## config.mk

```make
export PLATFORM = sky130hd
export DESIGN_NAME = alu_sequencer
export DESIGN_NICKNAME = d
export VERILOG_FILES = /design/src/rtl/alu_sequencer.sv
export SDC_FILE = /design/constraint.sdc
export NUM_CORES = 1
export LEC_CHECK = 0
export CAP_MARGIN = 30
export CORE_MARGIN = 1
export CORE_UTILIZATION = 46
export DETAILED_ROUTE_END_ITERATION = 6
export GPL_ROUTABILITY_DRIVEN = 0
export PLACE_DENSITY = 0.84
export SETUP_SLACK_MARGIN = 0.3
export SLEW_MARGIN = 20
export SYNTH_ARGS = -nofsm -noshare
export SYNTH_HDL_FRONTEND = slang
export SYNTH_SLANG_ARGS = --single-unit
```

## constraint.sdc

```tcl
create_clock -name clock -period 3.5 [get_ports clock]
set_input_delay 0.7 -clock clock [delete_from_list [all_inputs] [get_ports clock]]
set_output_delay 0.7 -clock clock [all_outputs]
set_load 0.03 [all_outputs]
```

## src/rtl/alu_sequencer.sv

```systemverilog
// Request-side controller for the 8-bit ALU: sequences one or two chained ALU passes
// per request, captures F/carry after a settle time and returns them over valid/ready.
module alu_sequencer #(
    parameter int SETTLE_CYCLES = 1
) (
    input  logic        clock,
    input  logic        reset,
    input  logic        req_valid,
    output logic        req_ready,
    input  logic        req_mode,
    input  logic [3:0]  req_selector,
    input  logic        req_carry_in,
    input  logic        req_wide,
    input  logic [15:0] req_a,
    input  logic [15:0] req_b,
    output logic        alu_mode,
    output logic [3:0]  alu_selector,
    output logic [7:0]  alu_a,
    output logic [7:0]  alu_b,
    output logic        alu_carry_in,
    input  logic [7:0]  alu_f,
    input  logic        alu_carry_out,
    output logic        rsp_valid,
    input  logic        rsp_ready,
    output logic [15:0] rsp_result,
    output logic        rsp_carry,
    output logic        rsp_zero
);

    generate
        if (SETTLE_CYCLES < 1 || SETTLE_CYCLES > 7) begin : gBadSettle
            $error("alu_sequencer: SETTLE_CYCLES must be within 1..7");
        end
    endgenerate

    localparam logic [2:0] LAST_COUNT = 3'(SETTLE_CYCLES - 1);

    typedef enum logic [1:0] {IDLE, LOW, HIGH, RESP} stateType;

    stateType    state;
    stateType    nextState;
    logic        modeReg;
    logic [3:0]  selectorReg;
    logic        carryInReg;
    logic        wideReg;
    logic [15:0] aReg;
    logic [15:0] bReg;
    logic [2:0]  settleCount;
    logic        lastSettle;
    logic [15:0] resultReg;
    logic        lowCarry;
    logic        carryReg;
    logic        zeroReg;

    assign lastSettle = (settleCount == LAST_COUNT);

    always_ff @(posedge clock or posedge reset) begin
        if (reset) begin
            state <= IDLE;
        end else begin
            state <= nextState;
        end
    end

    // Next-state logic; the ALU inputs are only non-zero while a pass is in progress.
    always_comb begin
        nextState    = state;
        req_ready    = 1'b0;
        rsp_valid    = 1'b0;
        alu_mode     = 1'b0;
        alu_selector = 4'd0;
        alu_a        = 8'd0;
        alu_b        = 8'd0;
        alu_carry_in = 1'b0;
        case (state)
            IDLE: begin
                req_ready = 1'b1;
                if (req_valid) begin
                    nextState = LOW;
                end
            end
            LOW: begin
                alu_mode     = modeReg;
                alu_selector = selectorReg;
                alu_a        = aReg[7:0];
                alu_b        = bReg[7:0];
                alu_carry_in = carryInReg;
                if (lastSettle) begin
                    nextState = wideReg ? HIGH : RESP;
                end
            end
            HIGH: begin
                alu_mode     = modeReg;
                alu_selector = selectorReg;
                alu_a        = aReg[15:8];
                alu_b        = bReg[15:8];
                alu_carry_in = lowCarry;
                if (lastSettle) begin
                    nextState = RESP;
                end
            end
            RESP: begin
                rsp_valid = 1'b1;
                if (rsp_ready) begin
                    nextState = IDLE;
                end
            end
            default: nextState = IDLE;
        endcase
    end

    // Zero flag is registered at the final capture so it stays 0 out of reset.
    always_ff @(posedge clock or posedge reset) begin
        if (reset) begin
            modeReg     <= 1'b0;
            selectorReg <= 4'd0;
            carryInReg  <= 1'b0;
            wideReg     <= 1'b0;
            aReg        <= 16'd0;
            bReg        <= 16'd0;
            settleCount <= 3'd0;
            resultReg   <= 16'd0;
            lowCarry    <= 1'b0;
            carryReg    <= 1'b0;
            zeroReg     <= 1'b0;
        end else begin
            case (state)
                IDLE: begin
                    if (req_valid) begin
                        modeReg     <= req_mode;
                        selectorReg <= req_selector;
                        carryInReg  <= req_carry_in;
                        wideReg     <= req_wide;
                        aReg        <= req_a;
                        bReg        <= req_b;
                        settleCount <= 3'd0;
                        resultReg   <= 16'd0;
                        lowCarry    <= 1'b0;
                        carryReg    <= 1'b0;
                        zeroReg     <= 1'b0;
                    end
                end
                LOW: begin
                    if (lastSettle) begin
                        settleCount     <= 3'd0;
                        resultReg[7:0]  <= alu_f;
                        lowCarry        <= alu_carry_out;
                        if (!wideReg) begin
                            carryReg <= alu_carry_out;
                            zeroReg  <= (alu_f == 8'd0);
                        end
                    end else begin
                        settleCount <= settleCount + 3'd1;
                    end
                end
                HIGH: begin
                    if (lastSettle) begin
                        settleCount     <= 3'd0;
                        resultReg[15:8] <= alu_f;
                        carryReg        <= alu_carry_out;
                        zeroReg         <= (alu_f == 8'd0) && (resultReg[7:0] == 8'd0);
                    end else begin
                        settleCount <= settleCount + 3'd1;
                    end
                end
                default: ;
            endcase
        end
    end

    assign rsp_result = resultReg;
    assign rsp_carry  = carryReg;
    assign rsp_zero   = zeroReg;

endmodule

```

==> reports/qor.yml, run 1 <==
initial_core_util_pct: 48.9
seqPwrFrac_pct: 30.6
grt_pass1_vias: 2313
rsz0062_at_grt: "no"
synth-seq-cells: 63
min_period_over_period_pct: 89.5
worst_slew_pin_slew_ps: 784
grt_antenna_before_repair: 0
swShare_pct: 41.1
slew_headroom_pct: 47.7
drive_gt1_share_pct: 18.0
yosys.area.top_type: "dfrtp_1"
num_antenna_cells: 0
tns_ps: 0
syn_inst: 264
ys_types: 34
die_area_um2: 6770
htreeDepth: 3
skew_ps: 4.79
grt-ovfl-total: 0
numClockSinks: 63
avgViaCountPerCell: 5.26
drv_slew: 0
syn-num-nets: 324
grt_max_degree: 64
clockBufferDepth: 2
status: "completed"
grt_pass1_wl_um: 10900
die_y_um: 82.3
ys_async_sr_fraction_pct: 100
power_frac_comb_pct: 54.5
synth_area_um2: 2960
syn_to_final_growth_pct: 41.2
root_buffer: "clkbuf_8"
core_region_area_um2: 6060
vias: 2297
tritoncts: "done"
io_pins: 94
worstPathRequired_ps: 2800
synthSimpleGateAreaFrac_pct: 13.9
drt_first_pass_iters: 5
track_usage_pct: 22.2
critPathKind: "flop to output pin"
cap_violations: 0
layout.nets: 417
synthFlopType: "dfrtp_1"
yosys.area_share.adder_pct: 3.38
synthXorXnorAreaFrac_pct: 0
synth_edf_count: 0
worstSkewPairLatency_ps: 340
hold_ws_ps: 485
ctsHoldBuffers: 0
postRouteAntennaNets: 0
synth_top_cell_area_share_pct: 53.2
cp-start-kind: "flop"
ir_drop_mv: 0.651
drt_iter0_markers: 98
dpl.hpwl_um: 4540
power_leakage_nw: 1.74
yosysSeqAreaShare_pct: 53.2
num_rows: 28
p_int_mw: 2.42
die_w_um: 82.3
syn_area_per_cell_um2: 11.2
powerDensity_nw_per_um2: 984
setup_viol: 0
muxShareOfSynthArea_pct: 16.0
pwr-share-clk_pct: 14.9
cts_buffers: 9
hp-class: "flop to flop"
portBuffers: 93
period_needed_ps: 3130
end_kind: "output pin"
synth_common_cells: "dfrtp_1, nand2_1, mux2_2"
hold_viol_final: 0
yosys.cell_count.top_type: "dfrtp_1"
synth_area_leaders: "dfrtp_1, mux2_2, nand2_1"
synth-compound-area-share_pct: 10.2
cp.arrival_ps: 2430
routed_wl_um: 6750
synth_top_family_by_area: "multiplexers"
clock.fmax_mhz: 319
wl_per_cell_um: 15.4
crit_path_max_fanout: 28
yosys_warnings: 0
drc_errors: 0
switchingPower_mw: 1.69
path_clk_slew_ps: 70
[critical path, cell delays in order (launching register included)]
cell             delay, ps
dfrtp_1                500
inv_1                  180
ha_4                   480
nor2b_1                230
clkdlybuf4s50_1        700
[stage by stage]
step / worst slack [ps] / cell area (µm²) / total power, mW / cells / utilization [%]
finish: 366 / 4180 / 4.12 / 437 / 69.0
global route: 285 / 4180 / 4.37 / 437 / 69.0
CTS: 326 / 4160 / 4.12 / 437 / 68.7
detailed placement: 458 / 3950 / 3.45 / 421 / 65.2
global placement: 573 / 3950 / 3.38 / 421 / 65.2
floorplan: 1050 / 2960 / 2.69 / 264 / -
[power by group through the flow]
| stage | Combinational, mW | Clock [mW] | Sequential [mW] |
|---|---|---|---|
| floorplan | 1.35 | 0 | 1.34 |
| global placement | 2.14 | 0 | 1.24 |
| detailed placement | 2.19 | 0 | 1.26 |
| CTS | 2.24 | 0.623 | 1.25 |
| global route | 2.41 | 0.657 | 1.30 |
| finish | 2.24 | 0.615 | 1.26 |
[state kept, by name, summed over array words and instances, names as in the netlist, 2 cells and up]
register and count:
bReg 16, rsp_result 16, state 2, settleCount 3, aReg 16, selectorReg 4
[timing repair]
item,4_1_cts,5_1_grt
buffers inserted,0,0
setup endpoints to repair,22,13
pin swaps,0,1
resized for setup,4,2
[final timing paths]
| path | start | end | slack (ps) | cells after the start |
|---|---|---|---|---|
| setup / recovery | state[0]$_DFFE_PP0P_ | alu_a[5] | 370 | 4 |
| hold / removal | rsp_result[11]$_DFFE_PP0P_ | rsp_result[11]$_DFFE_PP0P_ | 480 | 2 |
| setup reg to reg | state[0]$_DFFE_PP0P_ | state[0]$_DFFE_PP0P_ | 1260 | 7 |
| hold reg to reg | rsp_result[11]$_DFFE_PP0P_ | rsp_result[11]$_DFFE_PP0P_ | 480 | 2 |
| max in group asynchronous | reset | bReg[10]$_DFFE_PP0P_ | 2090 | 3 |
| min in group asynchronous | reset | rsp_result[10]$_DFFE_PP0P_ | 890 | 3 |
[cells by family (layout without fill, tap and decap cells)]
logic type | after synthesis | after routing
AOI/OAI and AO/OA | 45 | 45
muxes | 42 | 42
adders and majority gates | 8 | 8
buffers and inverters | 23 | 121
and+or+nand+nor | 83 | 83
DFF | 63 | 63
[area by class of cell]
| type | count | area (µm²) |
|---|---|---|
| Fill cell | 451 | 1880 |
| Clock buffer | 14 | 183 |
| Multi-Input combinational cell | 178 | 1330 |
| Timing Repair Buffer | 97 | 961 |
| Sequential cell | 63 | 1580 |
| Inverter | 8 | 30.0 |
| Clock inverter | 2 | 12.5 |
| Tap cell | 75 | 93.8 |
[routing by layer]
layer	up-vias	GRT usage [%]	wire, µm
met5	-	0	0
met4	0	11.1	146
met3	14	5.71	442
met2	76	35.8	3210
met1	1117	27.7	2940
li1	1090	-	-
[placed cells by master, fill, tap and decap left out, types with 2 or more instances in the layout]
cell type        count
a22oi_1             17
and2_1               5
buf_4                4
clkbuf_8            13
clkdlybuf4s50_1     93
dfrtp_1             63
ha_1                 5
ha_4                 3
inv_1                7
mux2_1               2
mux2_2              38
nand2_1             41
nand2b_1             2
nor2_1               6
nor2b_1             20
nor3_1               2
nor4_1               2
o21ai_0             16
o21ai_1              3
No activity file was read; power rests on OpenSTA's default activity.
==> inputs of run 2 (changes only) <==
--- a/config.mk
+++ b/config.mk
@@ -5,7 +5,7 @@
 export SDC_FILE = /design/constraint.sdc
 export NUM_CORES = 1
 export LEC_CHECK = 0
-export CAP_MARGIN = 30
+export CAP_MARGIN = 20
 export CORE_MARGIN = 1
 export CORE_UTILIZATION = 46
 export DETAILED_ROUTE_END_ITERATION = 6
==> results of run 2 <==
Final layout, timing and power as in run 1 (identical DEF).
==> inputs of run 3 (changes only) <==
--- a/config.mk
+++ b/config.mk
@@ -16,3 +16,4 @@
 export SYNTH_ARGS = -nofsm -noshare
 export SYNTH_HDL_FRONTEND = slang
 export SYNTH_SLANG_ARGS = --single-unit
+export TNS_END_PERCENT = 1
==> results of run 3 <==
Final layout, timing and power as in run 1 (identical DEF).
